$ cat config.mk
export PLATFORM = sky130hd
export DESIGN_NAME = mem_port_arbiter
export DESIGN_NICKNAME = d
export VERILOG_FILES = /design/src/rtl/mem_port_arbiter.sv
export SDC_FILE = /design/constraint.sdc
export NUM_CORES = 1
export LEC_CHECK = 0
export ABC_AREA = 1
export CORE_AREA = 2 2 195 197
export DETAILED_ROUTE_END_ITERATION = 16
export DIE_AREA = 0 0 197 199
export GPL_TIMING_DRIVEN = 0
export SKIP_CTS_REPAIR_TIMING = 1
export SYNTH_ARGS = -nofsm -noshare
export SYNTH_HDL_FRONTEND = slang
export SYNTH_SLANG_ARGS = --single-unit
$ cat constraint.sdc
create_clock -name clk_i -period 3.4 [get_ports clk_i]
set_input_delay 0.68 -clock clk_i [delete_from_list [all_inputs] [get_ports clk_i]]
set_output_delay 0.68 -clock clk_i [all_outputs]
set_load 0.005 [all_outputs]
$ cat src/rtl/mem_port_arbiter.sv
// Shares one external bus port between the instruction-fetch (I) and load/store (D) masters,
// using a registered grant FSM with round-robin tie-break. Define ARB_TIMEOUT_EN to add the grant timeout.
module mem_port_arbiter #(
  parameter int unsigned TIMEOUT_CYCLES = 255,
  parameter int unsigned TMR_W          = 8
) (
  input  logic        clk_i,
  input  logic        reset_i,
  input  logic [63:0] iadr_i,
  input  logic [1:0]  isiz_i,
  output logic        iack_o,
  output logic [31:0] idat_o,
  output logic        ierr_o,
  input  logic [63:0] dadr_i,
  input  logic [1:0]  dsiz_i,
  input  logic        dwe_i,
  input  logic [63:0] ddat_i,
  output logic        dack_o,
  output logic [63:0] ddat_o,
  output logic        derr_o,
  output logic [63:0] madr_o,
  output logic [1:0]  msiz_o,
  output logic        mwe_o,
  output logic [63:0] mdat_o,
  input  logic        mack_i,
  input  logic [63:0] mdat_i,
  output logic [1:0]  owner_o
);

  localparam logic [1:0] ST_IDLE  = 2'b00;
  localparam logic [1:0] ST_OWN_I = 2'b01;
  localparam logic [1:0] ST_OWN_D = 2'b10;

  localparam logic LAST_I = 1'b0;
  localparam logic LAST_D = 1'b1;

  logic [1:0] r_state;
  logic [1:0] w_state_nxt;
  logic       r_last;
  logic       w_last_nxt;

  logic w_ireq;
  logic w_dreq;
  logic w_own_i;
  logic w_own_d;
  logic w_owned;
  logic w_own_req;
  logic w_withdraw;
  logic w_done;
  logic w_expire;

  assign w_ireq     = (isiz_i != 2'b00);
  assign w_dreq     = (dsiz_i != 2'b00);
  assign w_own_i    = (r_state == ST_OWN_I);
  assign w_own_d    = (r_state == ST_OWN_D);
  assign w_owned    = w_own_i | w_own_d;
  assign w_own_req  = w_own_i ? w_ireq : w_dreq;
  // Withdrawal beats both ack and timeout: the owner no longer wants the transfer.
  assign w_withdraw = w_owned & ~w_own_req;
  assign w_done     = w_owned & ~w_withdraw & mack_i;

`ifdef ARB_TIMEOUT_EN
  logic [TMR_W-1:0] r_tmr;

  always_ff @(posedge clk_i) begin
    if (reset_i) begin
      r_tmr <= '0;
    end else if (r_state == ST_IDLE) begin
      r_tmr <= '0;
    end else if (!mack_i) begin
      r_tmr <= r_tmr + TMR_W'(1);
    end
  end

  // An ack arriving in the expiry cycle wins, so expiry requires mack_i low.
  assign w_expire = w_owned & ~w_withdraw & ~mack_i &
                    (r_tmr == TMR_W'(TIMEOUT_CYCLES));
`else
  assign w_expire = 1'b0;
`endif

  always_comb begin
    w_state_nxt = r_state;
    w_last_nxt  = r_last;
    case (r_state)
      ST_IDLE: begin
        if (w_ireq && w_dreq) begin
          w_state_nxt = (r_last == LAST_D) ? ST_OWN_I : ST_OWN_D;
        end else if (w_ireq) begin
          w_state_nxt = ST_OWN_I;
        end else if (w_dreq) begin
          w_state_nxt = ST_OWN_D;
        end
      end
      ST_OWN_I: begin
        if (w_withdraw) begin
          w_state_nxt = ST_IDLE;
        end else if (w_done || w_expire) begin
          w_state_nxt = ST_IDLE;
          w_last_nxt  = LAST_I;
        end
      end
      ST_OWN_D: begin
        if (w_withdraw) begin
          w_state_nxt = ST_IDLE;
        end else if (w_done || w_expire) begin
          w_state_nxt = ST_IDLE;
          w_last_nxt  = LAST_D;
        end
      end
      default: begin
        w_state_nxt = ST_IDLE;
      end
    endcase
  end

  always_ff @(posedge clk_i) begin
    if (reset_i) begin
      r_state <= ST_IDLE;
      r_last  <= LAST_D;
    end else begin
      r_state <= w_state_nxt;
      r_last  <= w_last_nxt;
    end
  end

  always_comb begin
    madr_o = '0;
    msiz_o = 2'b00;
    mwe_o  = 1'b0;
    mdat_o = '0;
    iack_o = 1'b0;
    dack_o = 1'b0;
    ierr_o = 1'b0;
    derr_o = 1'b0;
    case (r_state)
      ST_OWN_I: begin
        madr_o = iadr_i;
        msiz_o = isiz_i;
        iack_o = w_done;
        ierr_o = w_expire;
      end
      ST_OWN_D: begin
        madr_o = dadr_i;
        msiz_o = dsiz_i;
        mwe_o  = dwe_i;
        mdat_o = ddat_i;
        dack_o = w_done;
        derr_o = w_expire;
      end
      default: begin
      end
    endcase
  end

  assign idat_o  = mdat_i[31:0];
  assign ddat_o  = mdat_i;
  assign owner_o = r_state;

endmodule

==> metrics.md, run 1 <==
| Metric | Value |
|---|---|
| Outcome | `completed` |
| Count of final setup violators | `0` |
| CTS clk-pin slew, worst paths | `0.03 ns` |
| Initial Util | `0.06719` |
| Vias | `4,488` |
| Crit Path Class | `reg -> out` |
| Total grt overflow | `0` |
| Core ar. | `37,130 µm²` |
| WP data required | `2.72 ns` |
| Crit path launch type | `flip-flop` |
| Critical path data arrival time | `2.51 ns` |
| DRT iter0 DRCs | `94` |
| Primary FF master, synth | `dfxtp_1` |
| Slowest cell on the critical path | `clkdlybuf4s50_1` |
| FF/Latch Area | `60.06 µm²` |
| Total routed wirelength | `17.63 mm` |
| Antenna Nets Post-Route | `0` |
| Clk buf depth | `2` |
| Syn avg cell area | `4.970 µm²` |
| Cts bufs inserted | `3` |
| Top post-synthesis cells by area | `buf_4, nand2_1, a21oi_1, inv_1, buf_2` |
| Yosys top cell area share | `0.3129` |
| Clk Latency, worst-skew pair | `0.23 ns` |
| Hold slack | `0.4435 ns` |
| CP endpoint kind | `primary output` |
| Chip width | `197 µm` |
| Clock sink count | `3` |
| I/O pin cnt | `497` |
| Most frequent CP cell | `inv_1` |
| Post-synth ARST share | `0` |
| Fin. Hold Viols | `0` |
| Die Area | `39,200 µm²` |
| Final Max Tran Viols | `0` |
| Port Buffers | `430` |
| Max cap viols | `0` |
| Top cell type by total area after synthesis | `buf_4` |
| Routed WL per cell | `12.49 µm` |
| Period utilization | `0.9375` |
| Max incr delay on CP | `0.46 ns` |
| Pleak | `3.292 nW` |
| Layout cells sized above 1 | `0.1430` |
| Total power | `0.002749 W` |
| Cell Area, Synth | `2495 µm²` |
| CTS tree | `done` |
| CP Cell Sequence | `inv_1, ha_1, inv_1, clkbuf_4, buf_2, a21oi_1, clkdlybuf4s50_1` |
| Post-Synthesis Cells | `502` |
| Sequential share of the synthesized area | `0.02407` |
| Setup tns final | `0 ns` |
| CTS root buf | `clkbuf_16` |
| Die H | `199 µm` |
| Routability cong. | `0.7287` |
| Post-layout util | `0.2015` |
| Multi-input logic area | `1262 µm²` |
| Number of synthesized flops with an enable pin | `0` |
| Flops & latches, synth | `3` |
| Layout net count | `1,206` |
| Vias per std cell | `3.181` |
| Total GRT Usage | `0.07774` |
| # diodes | `0` |
| YS warnings | `0` |
| Max Clk Rate | `0.3137 GHz` |
| Largest net degree at the start of global routing | `11` |
| First-pass DRT Iterations | `4` |
| Worst Skew | `0.003357 ns` |
| First-pass GRT wire length | `23.19 mm` |
| Worst hold-check path type | `reg -> reg` |
| Cell variety after synth | `18` |
| Filler Cell Count | `4,163` |
| H-Tree Depth | `1` |
| Tmin final | `3.187 ns` |
| Row cnt | `71` |
| Initial antenna violation count | `1` |
| List of most frequent post-synthesis cells | `nand2_1, buf_4, inv_1, a21oi_1, buf_2` |
| Worst vdd ir | `0.2712 mV` |
| Unrepaired setup endpoints after global routing | `false` |
| CP Max Fanout | `10` |
| Hpwl dp | `15.76 mm` |
| DRC Markers | `0` |
| Most common cell in the netlist | `nand2_1` |
| Layout area overhead | `199.9%` |
| Power Density | `367.5 nW/µm²` |
| Vias in the first global route | `4,259` |
final timing paths:
path | startpoint | endpoint | slack (ns) | depth (start not counted)
worst max-delay path | owner_o[0] | madr_o[32] | 0.21 | 7
worst max register to register | owner_o[0] | r_last | 1.67 | 9
worst min register to register | r_last | r_last | 0.44 | 2
worst min-delay path | r_last | r_last | 0.44 | 2
placed cells by master, fill, tap and decap left out:
| cell type | synthesis | final |
|---|---|---|
| nor2_2 | 2 | 2 |
| clkbuf_2 | 0 | 1 |
| nand4_1 | 2 | 2 |
| nor3_1 | 1 | 1 |
| buf_4 | 104 | 104 |
| buf_1 | 1 | 1 |
| nand2_1 | 207 | 207 |
| a21oi_1 | 67 | 66 |
| buf_6 | 1 | 1 |
| conb_1 | 1 | 2 |
| nand3_1 | 2 | 2 |
| or2_2 | 1 | 1 |
| a21oi_2 | 0 | 1 |
| dfxtp_1 | 3 | 3 |
| inv_1 | 75 | 75 |
| clkdlybuf4s50_1 | 0 | 430 |
| nand2_2 | 2 | 2 |
| clkbuf_1 | 2 | 2 |
| ha_1 | 4 | 4 |
| buf_2 | 19 | 18 |
| clkbuf_4 | 0 | 1 |
| clkbuf_16 | 0 | 3 |
| nor2_1 | 8 | 8 |
state kept, by name, indices dropped and copies added (netlist names):
| name | flops |
|---|---|
| r_last | 1 |
| owner_o | 2 |
cell families (layout without fill, tap and decap cells):
family / after synthesis / after routing / share of synthesized area
AO/OA/AOI/OAI: 67 / 67 / 0.1344
adder cells (fa/ha/maj): 4 / 4 / 0.02006
buffers and inverters: 202 / 636 / 0.4729
flip-flops: 3 / 3 / 0.02407
other: 1 / 2 / 0.001503
AND/OR/NAND/NOR: 225 / 225 / 0.3470
report_power, final:
group	total, W	internal, W	switching, W
sequential	0.0000658	0.0000522	0.0000136
clock	0.000186	0.000155	0.0000315
combinational	0.00250	0.00127	0.00123
critical path, delay by kind of cell, from the launching register on:
family,cells,cell delay [ns]
buffers and inverters,5,1.44
DFF,1,0.38
adders and majority gates,1,0.34
AOI/OAI and AO/OA,1,0.09
layer usage:
metal / up-vias / routed length (µm) / track usage
li1: 2251 / - / -
met1: 1909 / 5759 / 0.07207
met2: 302 / 9634 / 0.1646
met3: 24 / 1787 / 0.02153
met4: 2 / 431 / 0.01754
met5: - / 13 / 0
per-stage QoR:
step | std cells | area, µm² | setup WS [ns]
2_1_floorplan | 503 | 2499 | 1.441
3_3_place_gp | 1407 | 7396 | 0.2414
3_5_place_dp | 1407 | 7396 | 0.2058
4_1_cts | 1411 | 7475 | 0.01566
5_1_grt | 1411 | 7482 | 0.01431
6_report | 1411 | 7482 | 0.2127
final cells by class:
| class | count | share of cell area |
|---|---|---|
| Timing Repair Buffer | 430 | 0.5753 |
| Multi-Input combinational cell | 298 | 0.1687 |
| Buffer | 127 | 0.1206 |
| Tap cell | 474 | 0.07926 |
| Inverter | 75 | 0.03763 |
| Clock buffer | 4 | 0.01054 |
| Sequential cell | 3 | 0.008027 |
Power figures use the tool's default switching activity.
==> inputs of run 2 (changes only) <==
Settings changed: SKIP_LAST_GASP from default to 1.
==> results of run 2 <==
Final layout, timing and power as in run 1 (identical DEF).
==> inputs of run 3 (changes only) <==
Settings changed: RECOVER_POWER from default to 25.
==> run 3 against run 2 <==
First-iteration DRC count grew 1.1%. Combinational power about the same. Non-clock buffer count unchanged. Register-to-register slack hardly changed. Global-route usage did not move. Clock power barely moved. Worst setup slack got worse by 0.0095 ns. Die area unchanged. Hold slack gained 0.00052 ns. Core utilization hardly changed. Critical endpoint is now iack_o. Largest cell class unchanged. Largest power group unchanged.
==> metrics.md, run 3 (synthesized netlist as in run 1, its figures left out) <==
| Metric | Value |
|---|---|
| Outcome | `completed` |
| Largest net degree at the start of global routing | `11 (unchanged)` |
| Vias | `4,475 (-0.29%)` |
| Post-Place Cell Area | `7396 µm² (unchanged)` |
| Routed WL per cell | `12.45 µm (-0.30%)` |
| Total routed wirelength | `17.57 mm (-0.30%)` |
| Min-Delay Endpoint | `r_last` |
| Cell Int Power | `0.001462 W (-1.1%)` |
| Vias per std cell | `3.172 (-0.29%)` |
| Routability cong. | `0.7287 (unchanged)` |
| Gate family responsible for the most delay along the worst path | `buffers and inverters` |
| DRC Markers | `0 (unchanged)` |
| Sw Share | `0.4640 (+0.002011)` |
| Max cap viols | `0 (unchanged)` |
| Port Buffers | `430 (unchanged)` |
| Reg power frac | `0.024 (about the same)` |
| I/O pin cnt | `497 (unchanged)` |
| Reg2reg end | `r_last` |
| H-Tree Depth | `1 (unchanged)` |
| Final Cell Area | `7480 µm² (about the same)` |
| Initial Util | `0.06719 (unchanged)` |
| First-pass DRT Iterations | `6 (+2)` |
| First-pass GRT wire length | `23.19 mm (unchanged)` |
| Filler Cell Count | `4,163 (unchanged)` |
| Slowest cell on the critical path | `dlygate4sd3_1` |
| P_sw | `0.001266 W (-0.33%)` |
| Reg2Reg Setup Slack | `1.68 ns (about the same)` |
| Final Max Tran Viols | `0 (unchanged)` |
| Worst Path Buf+Inv | `2 (-3)` |
| Row cnt | `71 (unchanged)` |
| Chip width | `197 µm (unchanged)` |
| Max Clk Rate | `0.3128 GHz (-0.30%)` |
| FF/Latch Area | `60.06 µm² (unchanged)` |
| Comb pwr share | `0.908 (about the same)` |
| Layout area overhead | `199.8% (about the same)` |
| Count of final setup violators | `0 (unchanged)` |
| Max reg flops | `2 (unchanged)` |
| Crit Path Class | `in -> out` |
| Initial antenna violation count | `1 (unchanged)` |
| CP endpoint kind | `primary output` |
| Core ar. | `37,130 µm² (unchanged)` |
| Power Density | `364.8 nW/µm² (-0.73%)` |
| Worst hold-check path type | `reg -> reg` |
| Most frequent cells in the layout | `clkdlybuf4s50_1, nand2_1, buf_4` |
| Worst Skew | `0.003303 ns (-0.00005436 ns)` |
| Worst vdd ir | `0.2693 mV (-0.69%)` |
| Cts bufs inserted | `3 (unchanged)` |
| WP data required | `2.72 ns (about the same)` |
| DRT iter0 DRCs | `95 (+1.1%)` |
| CP Max Fanout | `4 (-6)` |
| CTS root buf | `clkbuf_16` |
| Max incr delay on CP | `0.58 ns (+0.12 ns)` |
| Clk Latency, worst-skew pair | `0.22 ns (about the same)` |
| Worst Hold Depth | `2 (unchanged)` |
| Die H | `199 µm (unchanged)` |
| Pleak | `3.311 nW (+0.58%)` |
| Vias in the first global route | `4,259 (unchanged)` |
| Fin. Hold Viols | `0 (unchanged)` |
| Hpwl dp | `15.76 mm (unchanged)` |
| # diodes | `0 (unchanged)` |
| Most frequent CP cell | `nor2_1` |
| Worst Min Path Start | `r_last` |
| Layout net count | `1,206 (unchanged)` |
| Die Area | `39,200 µm² (unchanged)` |
| CTS clk-pin slew, worst paths | `0.03 ns (about the same)` |
| Worst reg2reg startpoint | `owner_o[0]` |
| Period utilization | `0.9403 (+0.002808)` |
| CTS tree | `done` |
| Clk buf depth | `2 (unchanged)` |
| Worst r2r path cells | `9 (unchanged)` |
| Unrepaired setup endpoints after global routing | `false` |
| Setup tns final | `0 ns (unchanged)` |
| Clock sink count | `3 (unchanged)` |
| Crit path launch type | `input port` |
| Antenna Nets Post-Route | `0 (unchanged)` |
| Critical path data arrival time | `2.52 ns (about the same)` |
| Hold slack | `0.4441 ns (+0.0005220 ns)` |
| CP Cell Sequence | `dlygate4sd3_1, nor2_1, nand2_2, nand3_1, nor2_1, clkdlybuf4s50_1` |
| Multi-input logic area | `1260 µm² (-0.20%)` |
| Tmin final | `3.197 ns (+0.009546 ns)` |
| Total GRT Usage | `0.07774 (unchanged)` |
| Clock share of power | `0.068 (about the same)` |
| Commonest non-fill, non-tap cell in the layout | `clkdlybuf4s50_1` |
| Total grt overflow | `0 (unchanged)` |
| Layout cells sized above 1 | `0.1419 (-0.001067)` |
## run 3: cell count changes in the layout (fill, tap and decap cells not counted), sizes merged
cell	before	now
clkdlybuf4s50	430	373
dlygate4sd3	0	57
## run 3: through the flow
stage / setup slack (ns) / power, W / util / std cells
detailed placement: 0.2058 / 0.002622 / 0.1992 / 1407
global placement: 0.2414 / 0.002613 / 0.1992 / 1407
CTS: 0.01566 / 0.002823 / 0.2013 / 1411
global route: 0.01904 / 0.002992 / 0.2014 / 1411
floorplan: 1.441 / 0.001103 / - / 503
finish: 0.2031 / 0.002729 / 0.2014 / 1411
## run 3: power by group through the flow
stage | combinational, W | sequential [W] | clock (W)
floorplan | 0.00104 | 0.0000641 | 0
global placement | 0.00255 | 0.0000661 | 0
detailed placement | 0.00256 | 0.0000667 | 0
CTS | 0.00257 | 0.0000658 | 0.000189
global route | 0.00273 | 0.0000679 | 0.000195
finish | 0.00248 | 0.0000652 | 0.000186
## run 3: metal layers
layer  track usage  routed length (µm)  vias to the layer above
met5             0                  13                        -
met4       0.01754                 422                        2
met3       0.02153                1781                       20
met2        0.1646                9640                      296
met1       0.07207                5715                     1905
li1              -                   -                     2252
## run 3: worst max path at each step
stage	start	end	slack, ns	cells past startpoint
6_report	isiz_i[1]	iack_o	0.20	6
3_5_place_dp	dsiz_i[1]	iack_o	0.21	6
4_1_cts	owner_o[0]	madr_o[34]	0.02	7
2_1_floorplan	owner_o[0]	madr_o[0]	1.44	6
3_3_place_gp	dsiz_i[1]	iack_o	0.24	6
5_1_grt	isiz_i[1]	iack_o	0.02	6
## run 3: layout make-up
cell class,instances,share of cell area
Buffer,127,0.1206
Inverter,75,0.03764
Tap cell,474,0.07929
Multi-Input combinational cell,298,0.1685
Clock buffer,4,0.01054
Sequential cell,3,0.008029
Timing Repair Buffer,430,0.5754
## run 3: worst reg2reg max path: cells and delay by family, from the launching register on
kind                     cells  cell delay, ns
AO/OA/AOI/OAI                1            0.21
adder cells (fa/ha/maj)      1            0.33
buffers and inverters        2            0.26
flip-flops                   1            0.38
AND/OR/NAND/NOR              5            0.43
